<file path="config.mk">
export PLATFORM = sky130hd
export DESIGN_NAME = fft_ctrl_flat
export DESIGN_NICKNAME = d
export VERILOG_FILES = /design/src/rtl/fft_ctrl_if.sv /design/src/rtl/fft_ctrl.sv /design/src/flat_wrapper.sv
export SDC_FILE = /design/constraint.sdc
export NUM_CORES = 1
export LEC_CHECK = 0
export CORE_ASPECT_RATIO = 1.5
export CORE_UTILIZATION = 35
export DETAILED_ROUTE_END_ITERATION = 10
export GPL_TIMING_DRIVEN = 1
export HOLD_SLACK_MARGIN = 0.12
export PLACE_DENSITY = 0.61
export SETUP_SLACK_MARGIN = 0.05
export SYNTH_ARGS = -nofsm -noshare
export SYNTH_HDL_FRONTEND = slang
export SYNTH_SLANG_ARGS = --single-unit
</file>
<file path="constraint.sdc">
create_clock -name clk -period 1.6 [get_ports clk]
set_input_delay 0.24 -clock clk [delete_from_list [all_inputs] [get_ports clk]]
set_output_delay 0.24 -clock clk [all_outputs]
set_load 0.02 [all_outputs]
</file>
<file path="src/rtl/fft_ctrl_if.sv">
// Control bundle between the 32-point SDF FFT sequencer, its sample source and
// the datapath/sorter. The source drives in_valid; the controller drives the rest.
interface fft_ctrl_if;
  logic        in_valid;
  logic        in_ready;
  logic        pipe_en;
  logic [4:0]  bf_sel;
  logic [19:0] tw_idx;
  logic        out_valid;
  logic        start_sorting;
  logic        frame_done;
  logic        busy;

  modport master (
    output in_valid,
    input  in_ready, pipe_en, bf_sel, tw_idx, out_valid, start_sorting, frame_done, busy
  );

  modport slave (
    input  in_valid,
    output in_ready, pipe_en, bf_sel, tw_idx, out_valid, start_sorting, frame_done, busy
  );
endinterface

</file>
<file path="src/rtl/fft_ctrl.sv">
// Sequencer for the 32-point radix-2 SDF FFT: pipeline advance, stage mode selects,
// twiddle indices and output strobes. Define FFT_CTRL_FLUSH_EN to enable pipeline flush.
//
//   state | meaning
//   IDLE  | pipeline empty, cnt == 0, waiting for the first sample of a frame
//   RUN   | accepting samples; stalls on in_valid low
//   FLUSH | pushing bubble frames to drain the pipeline (FFT_CTRL_FLUSH_EN only)
module fft_ctrl #(
  parameter int STAGE_LAT = 0
) (
  input logic       clk,
  input logic       rst,
  fft_ctrl_if.slave bus
);
  localparam int LAT = 31 + 5 * STAGE_LAT;

  typedef enum logic [1:0] {
    IDLE  = 2'd0,
    RUN   = 2'd1,
    FLUSH = 2'd2
  } state_t;

  state_t         state;
  state_t         state_nxt;
  logic [4:0]     cnt;
  logic [4:0]     ocnt;
  logic [LAT-1:0] vld;
  logic           in_ready;
  logic           accept;
  logic           adv;
  logic           out_valid;
  logic           cnt_zero;
  logic           vld_any;
  logic [4:0]     bf_sel;
  logic [19:0]    tw_idx;

  assign cnt_zero = (cnt == 5'd0);
  assign vld_any  = |vld;

`ifdef FFT_CTRL_FLUSH_EN
  assign in_ready = !((state == FLUSH) && !cnt_zero);
`else
  assign in_ready = 1'b1;
`endif
  assign accept = bus.in_valid & in_ready;

  always_ff @(posedge clk) begin
    if (!rst) begin
      state <= IDLE;
    end else begin
      state <= state_nxt;
    end
  end

  // The first bubble of a flush is issued in the same cycle RUN decides to flush,
  // and a drained FLUSH leaves at cnt == 0 without advancing, so IDLE keeps cnt == 0.
  always_comb begin
    state_nxt = state;
    adv       = accept;
    case (state)
      IDLE: begin
        if (accept) state_nxt = RUN;
      end
      RUN: begin
        if (cnt_zero && !accept) begin
          if (!vld_any) state_nxt = IDLE;
`ifdef FFT_CTRL_FLUSH_EN
          else begin
            state_nxt = FLUSH;
            adv       = 1'b1;
          end
`endif
        end
      end
`ifdef FFT_CTRL_FLUSH_EN
      FLUSH: begin
        if (!cnt_zero) begin
          adv = 1'b1;
        end else if (accept) begin
          state_nxt = RUN;
        end else if (vld_any) begin
          adv = 1'b1;
        end else begin
          state_nxt = IDLE;
        end
      end
`endif
      default: state_nxt = IDLE;
    endcase
  end

  assign out_valid = adv & vld[LAT-1];

  always_ff @(posedge clk) begin
    if (!rst) begin
      cnt  <= 5'd0;
      ocnt <= 5'd0;
      vld  <= '0;
    end else begin
      if (adv) begin
        cnt <= cnt + 5'd1;
        vld <= {vld[LAT-2:0], accept};
      end
      if (out_valid) ocnt <= ocnt + 5'd1;
    end
  end

  // Stage s sees the frame delayed by off_s; only the low 5-s bits of its local
  // position matter (mode bit on top, twiddle bits below).
  for (genvar s = 0; s < 5; s++) begin : g_stage
    localparam logic [4:0] OFF = 5'((32 - (32 >> s) + s * STAGE_LAT) % 32);
    localparam int W = 5 - s;
    logic [W-1:0] c;

    assign c         = W'(cnt - OFF);
    assign bf_sel[s] = c[W-1];

    if (s < 4) begin : g_tw
      assign tw_idx[4*s +: 4] = c[W-1] ? 4'd0 : (4'(c[W-2:0]) << s);
    end else begin : g_tw_last
      assign tw_idx[19:16] = 4'd0;
    end
  end

  assign bus.in_ready      = in_ready;
  assign bus.pipe_en       = adv;
  assign bus.bf_sel        = bf_sel;
  assign bus.tw_idx        = tw_idx;
  assign bus.out_valid     = out_valid;
  assign bus.start_sorting = out_valid & (ocnt == 5'd0);
  assign bus.frame_done    = out_valid & (ocnt == 5'd31);
  assign bus.busy          = (state != IDLE);
endmodule

</file>
<file path="src/flat_wrapper.sv">
// flat-port wrapper written by rule: the top's interface ports become plain ports
module fft_ctrl_flat 
#(
  parameter int STAGE_LAT = 0
)
  (clk, rst, bus_in_valid, bus_in_ready, bus_pipe_en, bus_bf_sel, bus_tw_idx, bus_out_valid, bus_start_sorting, bus_frame_done, bus_busy);
  fft_ctrl_if bus_i ();
  input logic clk;
  input logic rst;
  input wire logic [$bits(bus_i.in_valid)-1:0] bus_in_valid;
  output wire logic [$bits(bus_i.in_ready)-1:0] bus_in_ready;
  output wire logic [$bits(bus_i.pipe_en)-1:0] bus_pipe_en;
  output wire logic [$bits(bus_i.bf_sel)-1:0] bus_bf_sel;
  output wire logic [$bits(bus_i.tw_idx)-1:0] bus_tw_idx;
  output wire logic [$bits(bus_i.out_valid)-1:0] bus_out_valid;
  output wire logic [$bits(bus_i.start_sorting)-1:0] bus_start_sorting;
  output wire logic [$bits(bus_i.frame_done)-1:0] bus_frame_done;
  output wire logic [$bits(bus_i.busy)-1:0] bus_busy;
  assign bus_i.in_valid = bus_in_valid;
  assign bus_in_ready = bus_i.in_ready;
  assign bus_pipe_en = bus_i.pipe_en;
  assign bus_bf_sel = bus_i.bf_sel;
  assign bus_tw_idx = bus_i.tw_idx;
  assign bus_out_valid = bus_i.out_valid;
  assign bus_start_sorting = bus_i.start_sorting;
  assign bus_frame_done = bus_i.frame_done;
  assign bus_busy = bus_i.busy;
  fft_ctrl #(.STAGE_LAT(STAGE_LAT)) u_core (.clk(clk), .rst(rst), .bus(bus_i));
endmodule
</file>
* After elaboration in Yosys (flattened, before gate mapping)
Index checks and enable logic that the tools add are counted.
** Cells by class
- Multiplexer cells :: 8
- Reductions and logical operators :: 8
- Add/subtract/negate cells :: 6
- Equal/unequal tests :: 5
- Bitwise logic cells :: 3
** Operators with widths (number)
- $reduce_or A31 Y1 :: 1
- $mux W4 :: 4
- $add A5 B1 Y5 const B :: 2
- $logic_not A5 Y1 :: 2
- $mux W2 :: 3
- $eq A5 B5 Y1 const B :: 1
- $ne A2 B2 Y1 const B :: 2
- $pmux W2 S2 :: 1
- $sub A4 B1 Y4 const B :: 1
- $and A1 B1 Y1 :: 3
- $reduce_and A3 Y1 :: 1
- $sub A3 B1 Y3 const B :: 1
- $eq A2 B1 Y1 const B :: 1
- $logic_not A2 Y1 :: 1
- $ne A2 B1 Y1 const B :: 1
- $reduce_bool A2 Y1 :: 1
- $sub A2 B1 Y2 const B :: 1
- $logic_and A1 B1 Y1 :: 1
- $logic_not A1 Y1 :: 1
- $sub A1 B1 Y1 const B :: 1
** Storage, ports and cells
- Output and inout bits :: 31
- Bits of input ports :: 3
- Word-level logic and storage cells :: 34
- Register bits :: 43

* Logic depth before layout (Yosys ltp)
- Depth in word-level cells :: 4
- Gate-level depth with buffers :: 5

* Worst setup path after synthesis
OpenSTA, ideal clock, no wires.
- Path type :: register to output
- Start :: register u_core.vld[30]
- End :: output port bus_start_sorting
- Data required time :: 1.360 ns
- Path slack :: 0.155 ns
- Arrival time :: 1.205 ns
- Cell stages (with the launch flop) :: 3
- Path through :: dfxtp_1 -> nand2_2 -> nor4_1
** On the way
- Word-level cells in the longest chain between the ends :: 2
** Ends and longest elaborated chain
- start: declaration :: RTL line fft_ctrl.sv:27 : logic [LAT-1:0] vld;
- start signal: assignment :: RTL line fft_ctrl.sv:102 : vld <= {vld[LAT-2:0], accept};
- $and A1 B1 Y1 :: RTL line fft_ctrl.sv:92 : assign out_valid = adv & vld[LAT-1];
- $and A1 B1 Y1 :: RTL line fft_ctrl.sv:130 : assign bus.start_sorting = out_valid & (ocnt == 5'd0);
- end: declaration :: RTL line flat_wrapper.sv:16 : output wire logic [$bits(bus_i.start_sorting)-1:0] bus_start_sorting;
No other way between the ends.

* Final worst setup path
- Start :: register u_core.ocnt[0]
- End :: output port bus_frame_done
** On the way
- Word-level cells in the longest chain between the ends :: 2
** Ends and longest elaborated chain
- start: declaration :: RTL line fft_ctrl.sv:26 : logic [4:0] ocnt;
- start signal: assignment :: RTL line fft_ctrl.sv:104 : if (out_valid) ocnt <= ocnt + 5'd1;
- $eq A5 B5 Y1 :: RTL line fft_ctrl.sv:131 : assign bus.frame_done = out_valid & (ocnt == 5'd31);
- $and A1 B1 Y1 :: RTL line fft_ctrl.sv:131
- end: declaration :: RTL line flat_wrapper.sv:17 : output wire logic [$bits(bus_i.frame_done)-1:0] bus_frame_done;
No other way between the ends.

==> flow_metrics.py <==
metrics = {
    "sta": {
        "finClkSkew_ns": 0.00879,
        "period_share_pct": 104,
        "finalMaxSlewViolations": 0,
        "fmax_ghz": 0.601,
        "rsz0062_at_grt": "yes",
        "fin_ws_ns": -0.0643,
        "post-route-min-period_ns": 1.66,
        "finalHoldViolations": 0,
        "finalHoldWorstSlack_ns": 0.456,
        "setup_violations": 2,
    },
    "detailed_routing": {
        "post-route-drc-count": 0,
        "ant_nets": 0,
        "first_pass_iters": 4,
        "drt_iter0_drc": 23,
        "vias": 1333,
        "vias_per_cell": 4.58,
        "post_drt_wl_per_cell_um": 11.4,
        "totalWireLength_mm": 3.31,
    },
    "clock_network": {
        "tritoncts": "yes",
        "cts_max_level": 2,
        "clock_latency_ns": 0.29,
        "clock_path_buffers": 2,
        "numClockSinks": 42,
        "cts_buffers": 5,
        "cts-root-buf": "clkbuf_8",
        "postCtsSetupBuffers": 0,
        "ctsHoldBuffers": 0,
        "cts.clk_slew.worst_paths_ns": 0.08,
    },
    "place": {
        "port_buffers": 22,
        "place_hpwl_mm": 2.30,
        "dpl_cell_area_sq_mm": 0.00213,
        "place_congestion": 0.719,
    },
    "grt": {
        "grtUsageTotal_pct": 12.7,
        "antenna_found_initial": 0,
        "grt_overflow": 0,
        "grt_max_degree": 42,
        "grt_pass1_wl_mm": 5.31,
        "grt_pass1_vias": 1167,
    },
    "synth": {
        "synth_top_area_share_pct": 46.0,
        "yosysSeqAreaShare_pct": 46.0,
        "synthCells": 195,
        "synth_area_leaders": "dfxtp_1 46%, mux2i_1 17%, nor2_1 9.2%",
        "ys_seq_elements": 42,
        "avgSynthCellArea_sq_um": 9.37,
        "synth_area_leader_cell": "dfxtp_1",
        "ys_warn_count": 0,
        "synth.distinct_cells": 26,
        "syn-cell-area_sq_mm": 0.00183,
    },
    "die": {
        "fp.dieH_um": 90.5,
        "start_util_pct": 37.1,
        "rows": 31,
        "io_pins": 34,
        "core_sq_mm": 0.00493,
        "die_x_um": 61.0,
        "die_area_sq_mm": 0.00552,
    },
    "final_layout": {
        "diodes": 0,
        "syn2layout_area_growth_pct": 24.2,
        "seq_area_sq_um": 847,
        "layout.nets": 233,
        "fin_area_sq_mm": 0.00227,
        "fill_cells": 513,
        "drive_gt1_share_pct": 14.2,
        "final_cell_mix": "45 x nor2_1, 39 x dfxtp_1, 31 x mux2i_1",
        "multiInputGateArea_sq_um": 897,
        "final_common_cell": "nor2_1",
    },
    "pwr": {
        "leakagePower_uw": 0.00110,
        "totalPowerFinal_uw": 2090,
        "cellPowerDensity_mw_per_mm2": 920,
        "ir_drop_uv": 695,
    },
    "worst_setup_path": {
        "path_max_fanout": 3,
        "cp-start-kind": "flip-flop",
        "endpoint_kind": "output port",
        "worstSetupPathType": "flip-flop to output port",
        "crit_required_ns": 1.36,
        "cp.arrival_ns": 1.42,
    },
    "run_status": {
        "status": "finished with violations",
        "violations": "negative setup slack",
    },
    "worst_hold_path": {
        "hp-class": "input pin to flip-flop",
    },
    "job": {
        "drv_cap": 0,
    },
}
stage by stage:
stage	utilization (%)	TNS [ns]	setup WS, ns	cells
after floorplan	-	0	0.155	204
after global placement	43.2	-0.296	-0.207	283
after detailed placement	43.2	-0.409	-0.241	283
after CTS	45.2	-0.117	-0.0802	291
after global routing	46.1	-0.192	-0.104	291
final	46.1	-0.0730	-0.0643	291
routing by layer:
metal  share of wire (%)  GRT usage, %
met4                 1.2          3.98
met1                  45          16.2
met5                   0             0
met3                 3.0          3.87
met2                  50          20.1
flip-flops by register name, summed over array words and instances, names as in the netlist:
register      flops
u_core.cnt        5
u_core.ocnt       5
u_core.state      1
u_core.vld       31
worst max-delay path, stage by stage (launching register included):
cell and delay (ns):
dfxtp_4 0.36, ha_4 0.16, and3_4 0.18, ha_4 0.14, and3_4 0.17, buf_6 0.12
logic make-up after synthesis:
kind of cell | share of synthesized area (%)
buf+inv | 8.97
xor+xnor | 2.87
simple gates | 18.8
flops | 46.0
mux | 17.0
other cells | 0.411
fa+ha+maj | 4.11
compound gates | 1.85
path summary, 6_finish.rpt:
check                      start         endpoint  slack, ns  cells after the start
setup / recovery  u_core.ocnt[0]   bus_frame_done      -0.06                      5
hold reg to reg    u_core.vld[0]    u_core.vld[0]       0.49                      2
hold / removal      bus_in_valid   u_core.ocnt[1]       0.46                      5
setup reg to reg   u_core.cnt[0]  u_core.state[0]       0.32                      5
synthesized netlist by cell type, drive strengths merged:
| cell type | count |
|---|---|
| nor2b | 3 |
| or3 | 1 |
| o21ai | 2 |
| nand2 | 4 |
| buf | 17 |
| clkbuf | 5 |
| a41oi | 1 |
| nand2b | 1 |
| xnor2 | 2 |
| nor4 | 9 |
| nand4 | 2 |
| inv | 6 |
| xor2 | 4 |
| mux2i | 31 |
| and4 | 1 |
| and3 | 3 |
| nor2 | 45 |
| dfxtp | 42 |
| nand3 | 4 |
| conb | 2 |
| ha | 6 |
| nor4b | 1 |
| a21oi | 3 |
power breakdown:
part           switching, uW  internal, uW  total [uW]
Clock                    337           467         804
Combinational            136          85.6         222
Sequential              8.85          1060        1060
timing repair:
| item | CTS | global route |
|---|---|---|
| pin swaps | 1 | 1 |
| endpoints found under the setup margin | 16 | 7 |
| gates resized for setup | 29 | 13 |
cell type report:
cell class | instances | share of cell area [%]
clock buffer | 7 | 3.36
clock inverter | 1 | 1.32
inverter | 6 | 0.992
multi-input combinational | 134 | 39.5
sequential | 42 | 37.3
tap | 66 | 3.64
timing repair buffer | 35 | 13.8
(Power assumes the default switching activity.)
